`config.mk`:
```
export PLATFORM = sky130hd
export DESIGN_NAME = ins_fetch
export DESIGN_NICKNAME = d
export VERILOG_FILES = /design/src/rtl/ins_fetch.sv
export SDC_FILE = /design/constraint.sdc
export NUM_CORES = 1
export LEC_CHECK = 0
export CORE_MARGIN = 10
export CORE_UTILIZATION = 49
export CTS_CLUSTER_DIAMETER = 120
export DETAILED_ROUTE_END_ITERATION = 10
export PLACE_DENSITY = 0.86
export SLEW_MARGIN = 30
export SYNTH_ARGS = -nofsm -noshare
export SYNTH_HDL_FRONTEND = slang
export SYNTH_SLANG_ARGS = --single-unit
```
`constraint.sdc`:
```
create_clock -name clk -period 4.9 [get_ports clk]
set_input_delay 0.735 -clock clk [delete_from_list [all_inputs] [get_ports clk]]
set_output_delay 0.735 -clock clk [all_outputs]
set_load 0.005 [all_outputs]
```
`src/rtl/ins_fetch.sv`:
```
// ins_fetch: instruction fetch stage feeding the ARM data-processing decoder.
//   Owns the PC and runs a request/acknowledge fetch from instruction memory,
//   then holds the word in the instruction register until downstream consumes it.
//   At most one fetch is outstanding, so a branch never needs a flush.
// Ports:
//   clk, rst         clock; asynchronous active-high reset
//   halt             blocks the start of new memory requests
//   mem_req/addr     fetch request and byte address (always the PC)
//   mem_ack/rdata    memory completion and instruction word
//   ir, ir_valid     instruction register and its valid flag
//   ir_ready         downstream consumes ir this cycle
//   ir_pc, pc_plus8  address of the instruction in ir, and that plus 8 (R15 view)
//   branch_en/imm24  taken-branch redirect for the instruction being consumed
//   fetch_cnt        count of completed fetches
module ins_fetch #(
    parameter logic [31:0] RESET_PC = 32'h0000_0000,
    parameter logic [31:0] PC_STEP  = 32'd4
) (
    input  logic        clk,
    input  logic        rst,
    input  logic        halt,
    output logic        mem_req,
    output logic [31:0] mem_addr,
    input  logic        mem_ack,
    input  logic [31:0] mem_rdata,
    output logic [31:0] ir,
    output logic        ir_valid,
    input  logic        ir_ready,
    output logic [31:0] ir_pc,
    output logic [31:0] pc_plus8,
    input  logic        branch_en,
    input  logic [23:0] branch_imm24,
    output logic [31:0] fetch_cnt
);
    typedef enum logic [1:0] {S_IDLE, S_FETCH, S_VALID, S_HALT} state_t;

    state_t      state_q, state_d;
    logic [31:0] pc_q, pc_d;
    logic [31:0] ir_q, ir_d;
    logic [31:0] ir_pc_q, ir_pc_d;
    logic [31:0] cnt_q, cnt_d;
    logic [31:0] br_off, br_tgt;

    // ARM branch target: word offset sign-extended and scaled, relative to PC+8
    assign br_off = {{6{branch_imm24[23]}}, branch_imm24, 2'b00};
    assign br_tgt = ir_pc_q + 32'd8 + br_off;

    always_comb begin
        state_d = state_q;
        pc_d    = pc_q;
        ir_d    = ir_q;
        ir_pc_d = ir_pc_q;
        cnt_d   = cnt_q;
        case (state_q)
            S_IDLE:  state_d = halt ? S_HALT : S_FETCH;
            // a request, once raised, is held until acknowledged; halt is not looked at here
            S_FETCH: if (mem_ack) begin
                ir_d    = mem_rdata;
                ir_pc_d = pc_q;
                cnt_d   = cnt_q + 32'd1;
                state_d = S_VALID;
            end
            S_VALID: if (ir_ready) begin
                pc_d    = branch_en ? br_tgt : ir_pc_q + PC_STEP;
                state_d = halt ? S_HALT : S_FETCH;
            end
            S_HALT:  state_d = halt ? S_HALT : S_FETCH;
            default: state_d = S_IDLE;
        endcase
    end

    always_ff @(posedge clk or posedge rst) begin
        if (rst) begin
            state_q <= S_IDLE;
            pc_q    <= RESET_PC;
            ir_q    <= '0;
            ir_pc_q <= RESET_PC;
            cnt_q   <= '0;
        end else begin
            state_q <= state_d;
            pc_q    <= pc_d;
            ir_q    <= ir_d;
            ir_pc_q <= ir_pc_d;
            cnt_q   <= cnt_d;
        end
    end

    assign mem_req   = state_q == S_FETCH;
    assign ir_valid  = state_q == S_VALID;
    assign mem_addr  = pc_q;
    assign ir        = ir_q;
    assign ir_pc     = ir_pc_q;
    assign pc_plus8  = ir_pc_q + 32'd8;
    assign fetch_cnt = cnt_q;
endmodule

```
== Word-level counts from Yosys, hierarchy flattened ==
Cells that the tools add are included.
Word-level totals
  word-level logic and storage cells: 24
  bits in read-only memories: 0
  register bits: 130
  input bits: 62
  latch bits: 0
  RAM bits: 0
  memories: 0
  output and inout bits: 162
Cells by class
  div/mod/pow operators: 0
  bitwise operators: 0
  equality and inequality tests: 5
  add/sub/neg operators: 4
  muxes and demuxes: 5
  shifts and indexed selects: 0
  multiply operators: 0
  reductions and logical operators: 5
  order comparisons: 0
Operators by type and width (count)
  adder 32 x 1 -> 32 bit, second input constant: 1
  adder 32 x 3 -> 32 bit, second input constant: 1
  adder 32 bit: 1
  adder 32 x 4 -> 32 bit, second input constant: 1
  2-to-1 mux 32 bit: 1
  2-to-1 mux 2 bit: 3
  case mux 2 bit (3 select lines): 1
  AND reduction 2 bit: 3
  == test 2 bit, second input constant: 2
  != test 2 x 1 -> 1 bit, second input constant: 2
  == test 2 x 1 -> 1 bit, second input constant: 1
  logical NOT 2 bit: 1
  OR reduction 2 bit: 1

== Logic depth before layout (Yosys ltp) ==
Gate-level depths: netlist (run 1).
  word-level depth: 3
  depth in mapped cells: 16

== Worst setup path before layout (run 1) ==
Ideal clock, no wire load.
  kind: flip-flop to flip-flop
  start: register ir_pc_q[5], in the netlist ir_pc[5]
  end: register pc_q[31], in the netlist mem_addr[31]
  arrival time: 3.548 ns
  cell stages (with the launch flop): 16
  data required time: 4.765 ns
  path buffers: 1
  setup slack: 1.217 ns
  cells stage by stage: dfrtp_1 and2_1 nand4_1 or3_1 nor2_1 xor2_1 ha_1 buf_4 a21oi_2 o21ai_1 or3_1 a311oi_2 nor3_1 a311oi_2 mux2i_1 o211ai_1
On the way
  word-level cells in the longest chain between the ends: 3
Ends and longest elaborated chain
  start: declaration: RTL line 40  | logic [31:0] ir_pc_q, ir_pc_d;
  start signal: assignment: RTL line 83  | ir_pc_q <= ir_pc_d;
  adder 32 x 4 -> 32 bit
  named net pc_plus8[18]: RTL line 30  | output logic [31:0] pc_plus8,
  adder 32 bit: RTL line 46  | assign br_tgt = ir_pc_q + 32'd8 + br_off;
  2-to-1 mux 32 bit: RTL line 64  | pc_d = branch_en ? br_tgt : ir_pc_q + PC_STEP;
  end signal: assignment: RTL line 81  | pc_q <= pc_d;
  end: declaration: RTL line 38  | logic [31:0] pc_q, pc_d;
The timed path passes the listed nets, and every way through them passes these cells.
A chain may end at the register's enable or synchronous reset.

== Worst setup path after layout (run 1) ==
  start: register ir_pc_q[15], in the netlist ir_pc[15]
  end: register pc_q[31], in the netlist mem_addr[31]
On the way
  word-level cells in the longest chain between the ends: 3
Ends and longest elaborated chain (RTL line)
  adder 32 x 4 -> 32 bit: 46
  adder 32 bit: 46
  2-to-1 mux 32 bit *: 64
Every way passes the cells marked *; elsewhere a longest branch is shown, timed or not.

==> impl_metrics.yaml, run 1 <==
sta:
  slew_headroom: 0.477
  holdWs_ns: 0.469
  finalHoldViolCount: 0
  min_period_ns: 4.21
  fmax_mhz: 237
  drv_slew: 0
  rsz0062_at_grt: "no"
  setup_violations: 0
  min_period_over_period: 0.860
  setup_slack_ns: 0.688
  setup-tns-final_ns: 0
  worstMarginPinSlew_ns: 0.784
  clock_skew_ns: 0.0130
die:
  dieArea_um2: 21600
  die-width_um: 147
  ios: 224
  std_cell_rows: 46
  die_h_um: 147
  start_util: 0.499
  coreArea_um2: 15800
worst_setup_path:
  critical_path_class: "reg -> reg"
  cp_max_fo: 10
  end_kind: "flip-flop"
  startpoint: "ir_pc[15]"
  critPathLaunchType: "flip-flop"
  worstPathArrival_ns: 4.50
  critPathRequiredTime_ns: 5.18
  r2r_start: "ir_pc[15]"
clock_network:
  cts_tree: "done"
  path_clk_slew_ns: 0.07
  numCtsBuffers: 17
  hold_buffers: 0
  postCtsSetupBuffers: 0
  cts_buffer_depth: 2
  cts_sinks: 130
  cts_max_level: 4
  clock_latency_ns: 0.43
  post_cts_resized: 0
  cts-root-buf: "clkbuf_16"
placed_design:
  portBuffers: 223
  place_area_um2: 10300
  hpwlAfterDp_mm: 19.0
  pre_cts_ws_ns: 0.788
  gp_congestion: 0.925
layout:
  regArea_um2: 3250
  drive_gt1_frac: 0.124
  antennaDiodeCount: 0
  multi_input_area_um2: 4390
  syn_to_final_growth_pct: 37.6
  final_cell_area_um2: 10900
  n_fill_cell: 1237
  final_nets: 1099
job:
  cap_violations: 0
yosys:
  synth_area_leader_cell: "dfrtp_1"
  ys_types: 69
  synth_xor_area_frac: 0.121
  synth-simple-area-share: 0.157
  syn_area_um2: 7900
  synth_edf_count: 0
  synthTopCellsByArea: "dfrtp_1, mux2_2, xnor2_1"
  ys_seq_elements: 130
  synth.top_cell.area_share: 0.412
  synthAdderAreaFrac: 0.0580
  synth_compound_area_frac: 0.121
  synth_top_family_by_area: "simple AND/OR/NAND/NOR gates"
  syn_nets: 892
  async_reset_ff_frac: 1.00
  synth_cells: 794
  avgSynthCellArea_um2: 9.95
  yosys_warnings: 0
  yosysSeqAreaShare: 0.412
  synth_ff_type: "dfrtp_1"
  synth.area.mux_share: 0.0979
pwr:
  seqPwrFrac: 0.294
  ir_worst_vdd_v: 0.000343
  switchingPower_w: 0.00243
  pwr-share-clk: 0.205
  pwr-share-comb: 0.502
  p_int_w: 0.00404
  leakage_nw: 4.54
  switching_share: 0.375
  p_per_area_nw_per_um2: 595
hold_path:
  hold_start: "fetch_cnt[31]"
  hold_path_class: "reg -> reg"
drt:
  via_count: 6960
  dr.pass1.iters: 5
  wl_per_cell_um: 20.5
  first_iter_violations: 476
  antenna_left: 0
  wirelength_mm: 25.2
  routed_via_density: 5.66
  drc: 0
global_routing:
  track_usage: 0.230
  overflow: 0
  grt_pass1_vias: 7177
  antenna_found_initial: 0
  grt_pass1_wl_mm: 39.9
  grt_max_degree: 77
outcome:
  status: "completed"
sequential cells by signal (all words and copies together) (netlist names):
register   flops
fetch_cnt     32
ir            32
ir_pc         32
mem_addr      32
state_q        2
cells in the mapped netlist (all sizes together), types with 2 or more instances:
cell    count
xnor2      67
a21o        7
a211oi      2
and3       17
mux2       66
o211ai      3
xor2       39
buf        24
a311oi      2
nand4      21
o41ai       2
o221ai      5
nor3b       2
nor2b       3
o21bai      6
or3         5
o21a        3
inv        16
a41oi       2
a22oi       6
clkbuf     18
nor2       41
mux2i       3
and2       13
nor3        7
o21ai      49
nand3      36
ha         35
a21boi      2
nand2      78
dfrtp     130
nand2b      3
nor4        3
a31oi       4
and4       10
o31ai       3
a21oi      48
layer usage:
| layer | vias up | track usage | part of all wire |
|---|---|---|---|
| met2 | 315 | 0.365 | 0.46 |
| met3 | 69 | 0.0722 | 0.081 |
| met4 | 0 | 0.105 | 0.041 |
| met5 | - | 0 | 0 |
| met1 | 3333 | 0.282 | 0.41 |
| li1 | 3243 | - | - |
power by group through the flow:
stage / registers (W) / logic [W] / clock network, W
floorplan: 0.00179 / 0.00177 / 0
global placement: 0.00188 / 0.00319 / 0
detailed placement: 0.00190 / 0.00322 / 0
CTS: 0.00189 / 0.00326 / 0.00134
global route: 0.00196 / 0.00352 / 0.00139
finish: 0.00190 / 0.00324 / 0.00132
layout make-up:
| class | count | area share |
|---|---|---|
| Inverter | 16 | 0.00599 |
| Sequential cell | 130 | 0.299 |
| Clock buffer | 18 | 0.0395 |
| Tap cell | 216 | 0.0249 |
| Clock inverter | 14 | 0.0167 |
| Multi-Input combinational cell | 606 | 0.403 |
| Timing Repair Buffer | 230 | 0.210 |
critical path, cell delays in order (launching register included):
cell and delay, ns:
dfrtp_1 0.57, nand4_1 0.25, or3_1 0.43, nor2_1 0.31, nand3_1 0.14, xnor2_1 0.24
ha_1 0.35, a21oi_1 0.21, o21ai_1 0.12, or3_1 0.39, a311oi_2 0.24, nor3_1 0.14
a311oi_2 0.33, mux2i_1 0.25, o211ai_1 0.11
logic make-up after synthesis:
family	count (synthesis)
muxes	69
DFF	130
buffers and inverters	58
adders and majority gates	36
AOI/OAI and AO/OA	152
and+or+nand+nor	243
xor gates and xnor gates	106
worst paths after layout:
path                            endpoint  slack, ns  cells past startpoint
max                         mem_addr[31]       0.69                     14
min in group asynchronous  fetch_cnt[10]       0.79                      2
min reg2reg                fetch_cnt[31]       0.47                      1
min                        fetch_cnt[31]       0.47                      1
max in group asynchronous         ir[26]       3.25                      3
max reg2reg                 mem_addr[31]       0.69                     14
through the flow:
| step | cells | power [W] | utilization |
|---|---|---|---|
| after floorplan | 794 | 0.00356 | - |
| after global placement | 1198 | 0.00507 | 0.648 |
| after detailed placement | 1198 | 0.00513 | 0.648 |
| after CTS | 1230 | 0.00649 | 0.687 |
| after global routing | 1230 | 0.00687 | 0.687 |
| final | 1230 | 0.00647 | 0.687 |
cells in the final DEF (no fill, tap or decap), types with 3 or more instances in the layout:
cell,netlist,layout
nand2b_1,3,3
dfrtp_1,130,130
buf_4,8,7
nor3_1,6,6
and3_1,16,16
ha_1,35,35
nor2b_1,3,3
nand4_1,20,20
a31oi_1,4,4
o21ai_1,12,12
and4_1,8,8
o21bai_1,6,6
bufinv_16,0,3
xnor2_1,67,67
inv_1,15,14
clkbuf_16,0,17
xor2_1,37,37
nor2_1,40,40
o221ai_1,5,5
a21oi_1,47,47
o21ai_0,37,37
clkinv_4,0,5
nand2_1,78,78
or3_1,5,5
a22oi_1,6,6
o31ai_1,3,3
a21o_1,7,7
mux2_2,64,64
and2_1,12,11
nand3_1,36,36
o211ai_1,3,3
mux2i_1,3,3
o21a_1,3,3
clkdlybuf4s50_1,0,223
clkinvlp_4,0,3
nor4_1,3,3
(Power assumes the default switching activity.)
==> run 2, diff against run 1 <==
--- a/config.mk
+++ b/config.mk
@@ -14,3 +14,4 @@
 export SYNTH_ARGS = -nofsm -noshare
 export SYNTH_HDL_FRONTEND = slang
 export SYNTH_SLANG_ARGS = --single-unit
+export TNS_END_PERCENT = 20
==> results of run 2 <==
The final DEF is identical to that of run 1; final timing and power are the same.
==> run 3, diff against run 2 <==
--- a/config.mk
+++ b/config.mk
@@ -10,6 +10,7 @@
 export CTS_CLUSTER_DIAMETER = 120
 export DETAILED_ROUTE_END_ITERATION = 10
 export PLACE_DENSITY = 0.86
+export SKIP_CTS_REPAIR_TIMING = 1
 export SLEW_MARGIN = 30
 export SYNTH_ARGS = -nofsm -noshare
 export SYNTH_HDL_FRONTEND = slang
==> constraint.sdc (replaced) <==
create_clock -name clk -period 4 [get_ports clk]
set_input_delay 0.6 -clock clk [delete_from_list [all_inputs] [get_ports clk]]
set_output_delay 0.6 -clock clk [all_outputs]
set_load 0.005 [all_outputs]
==> impl_metrics.yaml, run 3 (same netlist as run 1, synthesis figures left out) <==
outcome:
  status: "completed"
worst_setup_path:
  worstPathArrival_ns: 4.09
  critPathMaxStageDelay_ns: 0.44
  rrSetupSlack_ns: 0.18
  cp_max_fo: 3
  r2r_start: "ir_pc[13]"
  cp_cell_sequence: "nand4_1 > or3_1 > nor2_1 > buf_4 > xor2_1 > ha_1 > a21oi_1 > o21ai_1 > or3_1 > a311oi_2 > nor3_1 > a311oi_2 > mux2i_1 > o211ai_1"
  critPathLaunchType: "flip-flop"
  critical_path_class: "reg -> reg"
  reg2reg_depth: 14
  end_kind: "flip-flop"
  critPathRequiredTime_ns: 4.27
  rr_endpoint: "mem_addr[31]"
  slowest_stage: "or3_1"
drt:
  wl_per_cell_um: 20.7
  first_iter_violations: 511
  routed_via_density: 5.59
  drc: 0
  wirelength_mm: 25.9
  dr.pass1.iters: 5
  antenna_left: 0
  via_count: 7004
global_routing:
  grt_max_degree: 72
  grt_pass1_wl_mm: 40.4
  grt_pass1_vias: 7042
  track_usage: 0.234
  overflow: 0
  antenna_found_initial: 0
sta:
  drv_slew: 0
  finalHoldViolCount: 0
  min_period_ns: 3.82
  setup-tns-final_ns: 0
  setup_violations: 0
  rsz0062_at_grt: "no"
  holdWs_ns: 0.475
  worstMarginPinSlew_ns: 0.838
  min_period_over_period: 0.955
  fmax_mhz: 262
  clock_skew_ns: 0.0147
  slew_headroom: 0.440
layout:
  syn_to_final_growth_pct: 40.4
  final_cell_area_um2: 11100
  mostFrequentLayoutCells: "clkdlybuf4s50_1, dfrtp_1, nand2_1, xnor2_1, mux2_2"
  antennaDiodeCount: 0
  drive_gt1_frac: 0.152
  multi_input_area_um2: 4410
  final_nets: 1122
  n_fill_cell: 1208
  layout_commonest_cell: "clkdlybuf4s50_1"
  regArea_um2: 3260
  instances_no_fill: 1253
pwr:
  ir_worst_vdd_v: 0.000468
  switchingPower_w: 0.00304
  pwr-share-comb: 0.519
  p_int_w: 0.00508
  seqPwrFrac: 0.276
  leakage_nw: 4.68
  pwr-share-clk: 0.205
  switching_share: 0.374
  p_per_area_nw_per_um2: 732
clock_network:
  cts_sinks: 130
  numCtsBuffers: 17
  path_clk_slew_ns: 0.06
  cts_buffer_depth: 2
  clock_latency_ns: 0.43
  cts_max_level: 4
  cts_tree: "done"
  cts-root-buf: "clkbuf_16"
hold_path:
  hold_path_class: "reg -> reg"
  hold_start: "fetch_cnt[31]"
  min_to: "fetch_cnt[31]"
  whs_path_depth: 1
die:
  coreArea_um2: 15800
  std_cell_rows: 46
  die-width_um: 147
  start_util: 0.499
  dieArea_um2: 21600
  ios: 224
  die_h_um: 147
placed_design:
  place_area_um2: 10400
  gp_congestion: 0.983
  portBuffers: 223
  hpwlAfterDp_mm: 19.6
  dp.cells: 1221
job:
  cap_violations: 0
-- run 3: cell type report --
cell class,instances,area share
Clock buffer,19,0.0408
Timing Repair Buffer,253,0.223
Sequential cell,130,0.293
Clock inverter,13,0.0154
Tap cell,216,0.0244
Multi-Input combinational cell,606,0.398
Inverter,16,0.00575
-- run 3: worst max-delay path by stage --
| stage | startpoint | to | slack [ns] |
|---|---|---|---|
| CTS | ir_pc[9] | mem_addr[31] | 0.19 |
| global placement | ir_pc[6] | mem_addr[31] | 0.34 |
| global route | ir_pc[6] | mem_addr[31] | 0.007 |
| floorplan | ir_pc[5] | mem_addr[31] | 0.32 |
| finish | ir_pc[13] | mem_addr[31] | 0.18 |
| detailed placement | ir_pc[9] | mem_addr[31] | 0.24 |
-- run 3: power by group through the flow --
stage	sequential [W]	clock, W	combinational [W]
finish	0.00224	0.00166	0.00422
global route	0.00231	0.00174	0.00455
CTS	0.00223	0.00168	0.00420
detailed placement	0.00225	0	0.00415
global placement	0.00221	0	0.00412
floorplan	0.00220	0	0.00217
-- run 3: through the flow --
stage          total power (W)  utilization  setup WS, ns
3_3_place_gp           0.00633        0.660         0.335
5_1_grt                0.00860        0.701       0.00741
6_report               0.00812        0.701         0.182
3_5_place_dp           0.00640        0.660         0.240
2_1_floorplan          0.00437            -         0.317
4_1_cts                0.00811        0.699         0.186
-- run 3: critical path, delay by kind of cell, from the launching register on --
| kind | cells | cell delay, ns |
|---|---|---|
| muxes | 1 | 0.23 |
| xor gates and xnor gates | 1 | 0.26 |
| buffers and inverters | 1 | 0.15 |
| and+or+nand+nor | 5 | 1.25 |
| AOI/OAI and AO/OA | 5 | 1.11 |
| adders and majority gates | 1 | 0.30 |
| DFF | 1 | 0.37 |
-- run 3: per-layer routing --
layer	global-route usage	vias up	routed length, um
met4	0.0798	0	688
met5	0	-	0
li1	-	3273	-
met1	0.294	3401	11000
met3	0.0602	51	1920
met2	0.384	279	12300
